<file path="config.mk">
export PLATFORM = sky130hd
export DESIGN_NAME = addsub_display_ctrl
export DESIGN_NICKNAME = d
export VERILOG_FILES = /design/src/rtl/addsub_pkg.sv /design/src/rtl/addsub_display_ctrl_btn_cond.sv /design/src/rtl/addsub_display_ctrl.sv
export SDC_FILE = /design/constraint.sdc
export NUM_CORES = 1
export LEC_CHECK = 0
export ABC_AREA = 1
export BUFFER_PORTS_ARGS = -buffer_cell sky130_fd_sc_hd__buf_4
export CELL_PAD_IN_SITES_DETAIL_PLACEMENT = 1
export CELL_PAD_IN_SITES_GLOBAL_PLACEMENT = 1
export CORE_MARGIN = 2
export CORE_UTILIZATION = 30
export DETAILED_ROUTE_END_ITERATION = 12
export HOLD_SLACK_MARGIN = 0.03
export PLACE_DENSITY = 0.56
export SLEW_MARGIN = 20
export SYNTH_ARGS = -nofsm -noshare
export SYNTH_HDL_FRONTEND = slang
export SYNTH_HIERARCHICAL = 1
export SYNTH_SLANG_ARGS = --single-unit
</file>
<file path="constraint.sdc">
create_clock -name clk -period 1.84 [get_ports clk]
set_input_delay 0.184 -clock clk [delete_from_list [all_inputs] [get_ports clk]]
set_output_delay 0.184 -clock clk [all_outputs]
set_load 0.02 [all_outputs]
</file>
<file path="src/rtl/addsub_pkg.sv">
// Shared encodings and defaults for the add/sub display controller.
package addsub_pkg;

   typedef enum logic {
      MODE_ADD = 1'b0,
      MODE_SUB = 1'b1
   } mode_e;

   localparam int LED_CARRY = 0;
   localparam int LED_OVF   = 1;
   localparam int LED_ZERO  = 2;
   localparam int LED_MODE  = 3;

   localparam int DEF_W         = 8;
   localparam int DEF_DB_CYCLES = 16;

endpackage

</file>
<file path="src/rtl/addsub_display_ctrl_btn_cond.sv">
// One button: 2-flop sync, optional debounce, rising-edge pulse.
// Debounce is built only when ADDSUB_DEBOUNCE_EN is defined.
module btn_cond
   import addsub_pkg::*;
#(
   parameter int DB_CYCLES = DEF_DB_CYCLES
) (
   input  logic clk,
   input  logic reset,
   input  logic i_btn,
   output logic o_pulse
);

   logic       r_sync1;
   logic       r_sync2;
   logic       r_prev;
   logic       r_armed;
   logic [1:0] r_vld;
   logic       w_level;

   // Pulses stay blocked until a released level is seen after reset,
   // so a button held through reset cannot fire on release of reset.
   always_ff @(posedge clk or posedge reset) begin
      if (reset) begin
         r_sync1 <= 1'b0;
         r_sync2 <= 1'b0;
         r_prev  <= 1'b0;
         r_armed <= 1'b0;
         r_vld   <= 2'b00;
      end else begin
         r_sync1 <= i_btn;
         r_sync2 <= r_sync1;
         r_prev  <= w_level;
         r_vld   <= {r_vld[0], 1'b1};
         r_armed <= r_armed | (r_vld[1] & ~r_sync2);
      end
   end

`ifdef ADDSUB_DEBOUNCE_EN
   localparam int CW = $clog2(DB_CYCLES);

   logic [CW-1:0] r_cnt;
   logic          r_level;

   always_ff @(posedge clk or posedge reset) begin
      if (reset) begin
         r_cnt   <= '0;
         r_level <= 1'b0;
      end else if (r_sync2 != r_level) begin
         if (r_cnt == CW'(DB_CYCLES - 1)) begin
            r_level <= r_sync2;
            r_cnt   <= '0;
         end else begin
            r_cnt <= r_cnt + CW'(1);
         end
      end else begin
         r_cnt <= '0;
      end
   end

   assign w_level = r_level;
`else
   assign w_level = r_sync2;
`endif

   assign o_pulse = w_level & ~r_prev & r_armed;

endmodule

</file>
<file path="src/rtl/addsub_display_ctrl.sv">
// Nibble-loaded add/subtract unit with paged 4-bit LED display.
// Optional button debounce: define ADDSUB_DEBOUNCE_EN.
module addsub_display_ctrl
   import addsub_pkg::*;
#(
   parameter int W         = DEF_W,
   parameter int DB_CYCLES = DEF_DB_CYCLES
) (
   input  logic       clk,
   input  logic       reset,
   input  logic [3:0] sw,
   input  logic [3:0] btn,
   output logic [3:0] led
);

   localparam int NP = W / 4;
   localparam int PW = $clog2(NP + 1);

   logic [3:0]    w_press;
   logic [W-1:0]  r_a;
   logic [W-1:0]  r_b;
   logic [W-1:0]  r_sum;
   logic          r_carry;
   logic          r_ovf;
   logic          r_zero;
   mode_e         r_mode;
   logic [PW-1:0] r_page;

   logic [W-1:0]  w_bx;
   logic [W:0]    w_full;
   logic          w_sub;
   logic          w_ovf;
   logic [W-1:0]  w_shift_in;
   logic [3:0]    w_nib;
   logic          w_flags_pg;

   for (genvar g = 0; g < 4; g++) begin : g_btn
      btn_cond #(
         .DB_CYCLES(DB_CYCLES)
      ) u_btn (
         .clk    (clk),
         .reset  (reset),
         .i_btn  (btn[g]),
         .o_pulse(w_press[g])
      );
   end

   assign w_sub  = (r_mode == MODE_SUB);
   assign w_bx   = w_sub ? ~r_b : r_b;
   assign w_full = {1'b0, r_a} + {1'b0, w_bx} + (W+1)'(w_sub);
   assign w_ovf  = (r_a[W-1] == w_bx[W-1])
                 & (w_full[W-1] != r_a[W-1]);

   // Keeping the low W bits of {reg, sw} is the nibble shift-in,
   // and degenerates to plain sw when W is 4.
   assign w_shift_in = W'({r_a, sw});

   always_ff @(posedge clk or posedge reset) begin
      if (reset) begin
         r_a <= '0;
         r_b <= '0;
      end else begin
         if (w_press[0]) r_a <= w_shift_in;
         if (w_press[1]) r_b <= W'({r_b, sw});
      end
   end

   always_ff @(posedge clk or posedge reset) begin
      if (reset) begin
         r_mode <= MODE_ADD;
         r_page <= '0;
      end else begin
         if (w_press[3])
            r_mode <= w_sub ? MODE_ADD : MODE_SUB;
         if (w_press[2])
            r_page <= (r_page == PW'(NP)) ? '0 : r_page + PW'(1);
      end
   end

   always_ff @(posedge clk or posedge reset) begin
      if (reset) begin
         r_sum   <= '0;
         r_carry <= 1'b0;
         r_ovf   <= 1'b0;
         r_zero  <= 1'b1;
      end else begin
         r_sum   <= w_full[W-1:0];
         r_carry <= w_full[W];
         r_ovf   <= w_ovf;
         r_zero  <= (w_full[W-1:0] == '0);
      end
   end

   assign w_flags_pg = (r_page == PW'(NP));
   assign w_nib      = 4'(r_sum >> {r_page, 2'b00});

   always_comb begin
      led = w_nib;
      if (w_flags_pg) begin
         led            = '0;
         led[LED_MODE]  = w_sub;
         led[LED_ZERO]  = r_zero;
         led[LED_OVF]   = r_ovf;
         led[LED_CARRY] = r_carry;
      end
   end

endmodule

</file>
* Word-level counts from Yosys, hierarchy flattened
Index checks and enable logic that the tools add are counted.
Widths: inputs -> output; s select.
** Word-level totals
- Register bits :: 54
- Bits in latches :: 0
- RAM bits :: 0
- Bits in read-only memories :: 0
- Bits of input ports :: 10
- Word-level logic and storage cells :: 66
- Memories :: 0
** Cells by class
- Add/subtract/negate cells :: 3
- Multiply operators :: 0
- Div/mod/pow operators :: 0
- Order comparisons :: 0
- Equality and inequality tests :: 3
- Shifts and indexed selects :: 1
- Multiplexer cells :: 4
- Bitwise operators :: 26
- Reductions and logical operators :: 1
** Operator list (number)
- $and 1x1->1 :: 13
- $add 8x8->9 :: 1
- $add 9x1->9 :: 1
- $logic_not 8->1 :: 1
- $mux 8 :: 1
- $not 1->1 :: 8
- $not 8->8 :: 1
- $shr 8x4->4 :: 1
- $mux 4 :: 1
- $or 1x1->1 :: 4
- $add 2x1->2 const B :: 1
- $eq 2x2->1 const B :: 1
- $mux 2 :: 1
- $eq 1x1->1 :: 1
- $mux 1 :: 1
- $ne 1x1->1 :: 1

* Depth between registers and ports, before layout
Gate-level depths: netlist (run 1).
- Depth after elaboration :: 6
- Depth in mapped cells :: 14

* Modules after synthesis
Netlist (run 1), hierarchy kept.
** By module, submodules not included
- addsub_display_ctrl :: times used 1, cells each 190, area each 1620.3 µm², sequential area each 752.0 µm²
- btn_cond :: times used 4, cells each 14, area each 182.7 µm², sequential area each 150.1 µm²

* Worst setup path after synthesis (run 1)
OpenSTA, ideal clock, no wires.
- Path type :: reg-to-reg
- Start point :: reg r_mode
- End point :: reg r_zero
- Library setup time :: 64 ps
- Arrival :: 1682 ps
- Data required time :: 1776 ps
- Path slack :: 94 ps
- Stages on the path, launching flop included :: 15
- Cell sequence :: dfrtp_1 buf_6 inv_4 o21ai_2 inv_1 fa_1 inv_1 nand3_1 nand2_1 nand2_1 nand2_1 nand2_1 nand2_1 nand3_1 nor2_2
** Between the ends
- Cells in the longest elaborated chain, start to end :: 4
** Ends and longest elaborated chain
- start: declaration :: RTL line addsub_display_ctrl.sv:26 : mode_e r_mode;
- start signal: assignment :: RTL line addsub_display_ctrl.sv:74 : r_mode <= w_sub ? MODE_ADD : MODE_SUB;
- $mux 8 :: RTL line addsub_display_ctrl.sv:49 : assign w_bx = w_sub ? ~r_b : r_b;
- $add 8x8->9 :: RTL line addsub_display_ctrl.sv:50 : assign w_full = {1'b0, r_a} + {1'b0, w_bx} + (W+1)'(w_sub);
- $add 9x1->9 * :: RTL line addsub_display_ctrl.sv:50
- $logic_not 8->1 * :: RTL line addsub_display_ctrl.sv:90 : r_zero <= (w_full[W-1:0] == '0);
- end signal: assignment :: RTL line addsub_display_ctrl.sv:90
- end: declaration :: RTL line addsub_display_ctrl.sv:25 : logic r_zero;
Mark *: on every way between the ends. The rest lies on a longest branch, timed or not.
A chain may end at the register's enable or synchronous reset.

* Worst setup path in the final report (run 1)
Ends and elaborated chain as after synthesis.

==> reports/qor.txt, run 1 <==
Vias - 1649
Gr usage total - 12.06%
Max Freq - 522.9 MHz
Worst path max stage delay - 0.49 ns
# DRC - 0
Hold path depth - 3
Critical path launch point type - flop
Leakage power total - 1.475 nW
Cell count after synthesis - 246
Drt total wl - 4588 um
Required @ worst endpoint - 2.09 ns
Setup WS pre-CTS - -0.1939 ns
Core ar. - 7647 sq um
Max clock buf depth - 2
Failing checks - negative setup slack
Max Cap Viol - 0
Final Setup Violations - 4
Final Skew - 0.007297 ns
Final min period - 1.912 ns
First-pass GRT wire length - 8073 um
Setup ws final - -0.07231 ns
Port Buffers - 13
Register area - 1354 sq um
Worst hold path startpoint - sw[1]
Reg2reg path depth - 10
Post-synthesis sequential area ratio - 57.53%
Ratio of cells with drive above 1 in the final layout - 32.06%
H-tree depth - 2
Max IR drop VDD - 0.4708 mV
Post-Synthesis Cell Area - 2351 sq um
R2R Path Start - r_mode$_DFFE_PP0P_
Crit-path cells - buf_6 -> xor2_1 -> ha_2 -> a21oi_2 -> nand2_2 -> nand2_2 -> nand3b_1 -> nand2_2 -> nand3_2 -> nor2_2
Worst-path fanout max - 5
Least-Margin Pin Slew - 0.5997 ns
Hold Path Class - primary input to flop
Largest net degree at the start of global routing - 31
Register bit total from synthesis - 54
Pins Over Slew Limit - 0
Rows - 32
Pre-antenna DRT Iters - 3
Slew headroom - 59.98%
Crit Path Class - flop to flop
Antenna violations before repair - 0
Clk pin slew, worst setup/hold paths - 0.10 ns
Synth unique cells - 29
Reg2reg end - r_zero$_DFF_PP1_
Final Hold Viols - 0
Width of the die - 92.53 um
CTS tree - done
FILL cells - 867
Vias in the first global route - 1764
Initial Util - 30.74%
Die Ht - 92.53 um
Setup slack, reg-to-reg - -0.07 ns
Worst Path Buf+Inv - 1
Synthesized Nets - 264
DR WL/cell - 11.79 um
Die area - 8561 sq um
WHS Endpoint - r_a[1]$_DFFE_PP0P_
Final Cycle Share - 103.9%
Syn Area/Cell - 9.557 sq um
Most used cell, CP - nand2_2
Clock sink total - 54
Cell area power density - 1691 nW/um^2
Root Driver - clkbuf_8
Synthesis warning total - 6
Commonest non-fill, non-tap cell in the layout - dfrtp_1
Slowest CP cell - dfrtp_2
Vias per inst - 4.239
RSZ-0062 raised after global routing - true
Crit. End Element - flop
Fin nets - 304
Most frequent cells in the layout - dfrtp_1, nand2_1, inv_1, buf_4, nand2_2
RePlAce Congestion - 0.7512
Total power - 5.023 mW
IO Pins - 14
Post-DP HPWL - 3624 um
Worst skew pair latency - 0.31 ns
Area of the multi-input gates - 925.9 sq um
CTS buffer count - 5
Worst hold-check slack - 0.08794 ns
Ant diodes - 0
Status - complete, but fails checks
WP data arrival - 2.17 ns
Area growth, synth to finish - 26.34%
Initial drt markers - 17
Post-route ant nets - 0
Delay-heaviest family, CP - simple AND/OR/NAND/NOR gates
Grt total ovfl - 0
## routing by layer
layer / global-route usage (%) / vias to the layer above / wire, um
met3: 2.441 / 5 / 98
met2: 21.72 / 13 / 2398
met5: 0 / - / 0
met1: 14.57 / 801 / 2057
li1: - / 830 / -
met4: 3.358 / 0 / 34
## what timing repair did
item	in CTS	in global routing
hold endpoints to repair	57	0
endpoints found under the setup margin	7	7
hold buffers	5	0
setup buffers	0	2
gates resized for setup	12	22
pin swaps	5	15
## power breakdown
part | internal, mW | switching (mW) | leakage (nW)
logic | 1.18 | 1.47 | 0.794
registers | 1.42 | 0.140 | 0.622
clock network | 0.413 | 0.399 | 0.0587
## cells by family (layout without fill, tap and decap cells)
logic type      Yosys count  in the layout  share of synthesized area, %
compound gates           26             26                         6.120
simple gates            103            103                         20.86
xor+xnor                  8              8                         2.980
other cells               4              4                        0.6385
fa+ha+maj                 8              8                         4.577
flops                    54             54                         57.53
buf+inv                  43             84                         7.291
## tightest hold or removal path: cells and delay by family
| family | cells | cell delay, ns |
|---|---|---|
| buf+inv | 1 | 0.08 |
| compound gates | 1 | 0.05 |
| simple gates | 1 | 0.04 |
## cell type report
| cell class | count | share of cell area (%) |
|---|---|---|
| inverters | 40 | 5.139 |
| repair buffers | 36 | 9.899 |
| flip-flops and latches | 54 | 45.58 |
| clock buffers | 5 | 2.317 |
| multi-input cells | 149 | 31.17 |
| well taps | 102 | 4.297 |
| clock inverters | 3 | 1.601 |
## sequential cells by signal, indices dropped and copies added, names as in the netlist, 2 cells and up
name and cells:
r_b 8, g_btn.u_btn/r_sync1 4, g_btn.u_btn/r_sync2 4, r_sum 8, r_a 8, g_btn.u_btn/r_armed 4, g_btn.u_btn/r_prev 4, g_btn.u_btn/r_vld 8
r_page 2
## stage by stage
| step | utilization [%] | instance area, sq um | setup TNS [ns] | instances |
|---|---|---|---|---|
| 2_1_floorplan | - | 2351 | 0 | 246 |
| 3_3_place_gp | 35.01 | 2678 | -0.4882 | 374 |
| 3_5_place_dp | 35.01 | 2678 | -0.6106 | 374 |
| 4_1_cts | 37.76 | 2888 | -0.2618 | 387 |
| 5_1_grt | 38.84 | 2970 | -0.6951 | 389 |
| 6_report | 38.84 | 2970 | -0.1754 | 389 |
## how the worst max path moves through the flow
stage / start / to / slack [ns] / cells past startpoint
2_1_floorplan: r_mode$_DFFE_PP0P_ / r_zero$_DFF_PP1_ / 0.09 / 14
3_3_place_gp: r_mode$_DFFE_PP0P_ / r_zero$_DFF_PP1_ / -0.16 / 10
3_5_place_dp: r_mode$_DFFE_PP0P_ / r_carry$_DFF_PP0_ / -0.19 / 9
4_1_cts: r_mode$_DFFE_PP0P_ / r_ovf$_DFF_PP0_ / -0.10 / 11
5_1_grt: r_mode$_DFFE_PP0P_ / r_zero$_DFF_PP1_ / -0.20 / 10
6_report: r_mode$_DFFE_PP0P_ / r_zero$_DFF_PP1_ / -0.07 / 10
## cells in the mapped netlist (all sizes together)
master | instances | share of area (%)
a21oi | 12 | 2.7
nand4 | 1 | 0.27
xor2 | 7 | 2.6
conb | 4 | 0.64
nand3b | 2 | 1.2
inv | 40 | 6.5
fa | 1 | 0.85
dfrtp | 53 | 56
o311ai | 1 | 0.37
nand3 | 15 | 3.8
dfstp | 1 | 1.1
o21ai | 12 | 2.7
o21bai | 1 | 0.32
buf | 1 | 0.48
clkbuf | 2 | 0.32
ha | 7 | 3.7
xnor2 | 1 | 0.37
nand2 | 64 | 11
nor2 | 21 | 4.3
Note: power is estimated with default switching activity, not from simulation.
==> run 2, diff against run 1 <==
--- a/config.mk
+++ b/config.mk
@@ -17,5 +17,4 @@
 export SLEW_MARGIN = 20
 export SYNTH_ARGS = -nofsm -noshare
 export SYNTH_HDL_FRONTEND = slang
-export SYNTH_HIERARCHICAL = 1
 export SYNTH_SLANG_ARGS = --single-unit
==> reports/qor.txt, run 2 <==
Post-Synthesis Cell Area - 2097 sq um (-11%)
Grt total ovfl - 0 (unchanged)
Synth Area in XOR/XNOR - 5.012% (+2.0 points)
Final Hold Viols - 0 (unchanged)
Max clock buf depth - 2 (unchanged)
First-pass GRT wire length - 6886 um (-15%)
Width of the die - 87.61 um (-5.3%)
FILL cells - 777 (-10%)
Fin nets - 259 (-15%)
Root Driver - clkbuf_8
Ratio of cells with drive above 1 in the final layout - 31.40% (-0.65 points)
Setup ws final - -0.03260 ns (+0.03971 ns)
Pre-antenna DRT Iters - 3 (unchanged)
Vias - 1410 (-14%)
WP data arrival - 2.11 ns (-0.06 ns)
Largest family of logic cells by synthesized area - simple AND/OR/NAND/NOR gates
Pins Over Slew Limit - 0 (unchanged)
Status - complete, but fails checks
Final Setup Violations - 1 (-3)
Required @ worst endpoint - 2.08 ns (about the same)
Final Cycle Share - 101.8% (-2.2 points)
Ranking of synthesized cells by area - dfrtp_1, nand2_1, inv_1, ha_1, mux2_2
Die Ht - 87.61 um (-5.3%)
Gr usage total - 11.87% (-0.19 points)
Most frequent cell after synthesis - dfrtp_1
Placed insts - 323 (-14%)
Post-synth top area share - 56.09% (-0.33 points)
R2R Path Start - r_mode$_DFFE_PP0P_
Synthesis warning total - 0 (-6)
Post-route ant nets - 0 (unchanged)
Compound-Gate Fraction of Synth Area - 5.609% (-0.51 points)
Register bit total from synthesis - 48 (-11%)
Die area - 7675 sq um (-10%)
Commonest non-fill, non-tap cell in the layout - dfrtp_1
Post-synth ARST share - 100.0% (unchanged)
Initial drt markers - 64 (+47)
DR WL/cell - 11.54 um (-2.2%)
Crit Path Class - flop to flop
Critical path launch point type - flop
Initial Util - 30.87% (+0.12 points)
Synthesized Nets - 226 (-14%)
Reg2reg end - r_zero$_DFF_PP1_
Post-DP HPWL - 2909 um (-20%)
Fraction of the mapped netlist area in simple logic gates - 17.42% (-3.4 points)
Syn Area/Cell - 10.08 sq um (+5.5%)
Max Freq - 534.0 MHz (+2.1%)
Slew headroom - 60.60% (+0.62 points)
# DRC - 0 (unchanged)
Rows - 30 (-6.3%)
Crit. End Element - flop
EDFF count, synth - 0 (unchanged)
Core ar. - 6794 sq um (-11%)
Register area - 1204 sq um (-11%)
RSZ-0062 raised after global routing - true
Setup slack, reg-to-reg - -0.03 ns (+0.04 ns)
CTS tree - done
Worst path max stage delay - 0.51 ns (+0.02 ns)
Layout Cells excl Fill - 338 (-13%)
Largest registers - r_a: 8 flops, r_b: 8 flops, r_sum: 8 flops
Clk pin slew, worst setup/hold paths - 0.09 ns (about the same)
Max Cap Viol - 0 (unchanged)
Clock sink total - 48 (-11%)
Total power - 4.466 mW (-11%)
Cell area power density - 1715 nW/um^2 (+1.4%)
Worst skew pair latency - 0.30 ns (about the same)
Met3 Usage GRT - 2.828% (+0.39 points)
Post-synthesis sequential area ratio - 57.34% (-0.19 points)
Slowest CP cell - dfrtp_2
H-tree depth - 2 (unchanged)
Failing checks - negative setup slack
Area growth, synth to finish - 24.16%
Met1 Track Usage GR - 15.17% (+0.60 points)
Port Buffers - 13 (unchanged)
RePlAce Congestion - 0.7762 (+3.3%)
Max IR drop VDD - 0.5898 mV (+25%)
Synth unique cells - 24 (-17%)
Ant diodes - 0 (unchanged)
Top cells by count, synth - dfrtp_1, nand2_1, inv_1, nand3_1, o21ai_0
Met2 Usage GRT - 19.70% (-2.0 points)
Area of the multi-input gates - 867.1 sq um (-6.4%)
Least-Margin Pin Slew - 0.5910 ns (-0.008695 ns)
Worst-path fanout max - 8 (+3)
Cell count after synthesis - 208 (-15%)
Leakage power total - 1.273 nW (-14%)
Reg2reg path depth - 11 (+1)
Worst hold-check slack - 0.02678 ns (-0.06116 ns)
Top Usage Layer GRT - met2
Post-Synth Adder-Cell Area - 5.131% (+0.55 points)
Vias per inst - 4.172 (-1.6%)
Antenna violations before repair - 0 (unchanged)
Top FF cell, synth - dfrtp_1
Drt total wl - 3899 um (-15%)
Largest net degree at the start of global routing - 49 (+58%)
Post-synthesis mux area share - 3.759% (+3.8 points)
CTS buffer count - 5 (unchanged)
Most frequent cells in the layout - dfrtp_1, nand2_1, buf_4, inv_1, nand2_2
Final min period - 1.873 ns (-0.03971 ns)
Crit-path cells - xor2_1 -> ha_1 -> nand2_1 -> nor2_1 -> nand2_1 -> nand3_2 -> nand2_2 -> nand2_2 -> nor2_2 -> nand2_1 -> nor2_2
Final Skew - 0.009637 ns (+0.002340 ns)
Yosys top cell by area - dfrtp_1
Final design utilization - 38.32% (-0.52 points)
Vias in the first global route - 1501 (-15%)
Most used cell, CP - nand2_1
IO Pins - 14 (unchanged)
Hold Path Class - primary input to asynchronous set/reset pin
-- run 2: how the worst max path moves through the flow --
stage / cells after the start / end / slack (ns) / from
6_report: 11 / r_zero$_DFF_PP1_ / -0.03 / r_mode$_DFFE_PP0P_
5_1_grt: 11 / r_zero$_DFF_PP1_ / -0.19 / r_mode$_DFFE_PP0P_
4_1_cts: 9 / r_zero$_DFF_PP1_ / -0.05 / r_mode$_DFFE_PP0P_
3_5_place_dp: 6 / r_zero$_DFF_PP1_ / -0.08 / r_mode$_DFFE_PP0P_
3_3_place_gp: 8 / r_zero$_DFF_PP1_ / -0.05 / r_mode$_DFFE_PP0P_
2_1_floorplan: 7 / r_zero$_DFF_PP1_ / 0.12 / r_mode$_DFFE_PP0P_
-- run 2: through the flow --
| step | setup TNS [ns] | cell area, sq um | setup WS, ns |
|---|---|---|---|
| after global routing | -0.5277 | 2604 | -0.1904 |
| after detailed placement | -0.1239 | 2364 | -0.07955 |
| after CTS | -0.04899 | 2524 | -0.04899 |
| final | -0.03260 | 2604 | -0.03260 |
| after global placement | -0.06314 | 2364 | -0.04572 |
| after floorplan | 0 | 2097 | 0.1245 |
-- run 2: layout make-up --
type	count	share of cell area, %
repair buffers	29	8.746
flip-flops and latches	48	46.23
multi-input cells	131	33.30
clock inverters	3	0.7208
inverters	26	3.748
well taps	96	4.613
clock buffers	5	2.643
-- run 2: critical path, delay by kind of cell (launching register included) --
kind,cells,cell delay [ns]
AND/OR/NAND/NOR,9,0.75
flip-flops,1,0.51
XOR/XNOR,1,0.18
adder cells (fa/ha/maj),1,0.37
-- run 2: timing repair --
action	CTS	global route
gates cloned	0	0
pin swaps	7	11
hold buffers	4	0
endpoints found under the hold margin	4	0
buffers inserted	1	2
resized for setup	5	20
setup endpoints to repair	5	6
-- run 2: per-layer routing --
metal  vias up  wire length, um
met4         0               48
met3         5              111
met1       673             1862
met5         -                0
li1        717                -
met2        15             1877
-- run 2: cells by family (layout without fill, tap and decap cells) --
family	count (synthesis)	count (layout)
adders and majority gates	8	8
AOI/OAI and AO/OA	21	21
and+or+nand+nor	82	82
xor gates and xnor gates	12	12
buffers and inverters	29	63
muxes	7	7
other	1	1
DFF	48	48
-- run 2: power breakdown --
group,internal (mW),switching [mW],leakage (nW)
clock,0.265,0.352,0.0479
combinational,1.10,1.30,0.664
sequential,1.29,0.155,0.562
total,2.66,1.80,1.27
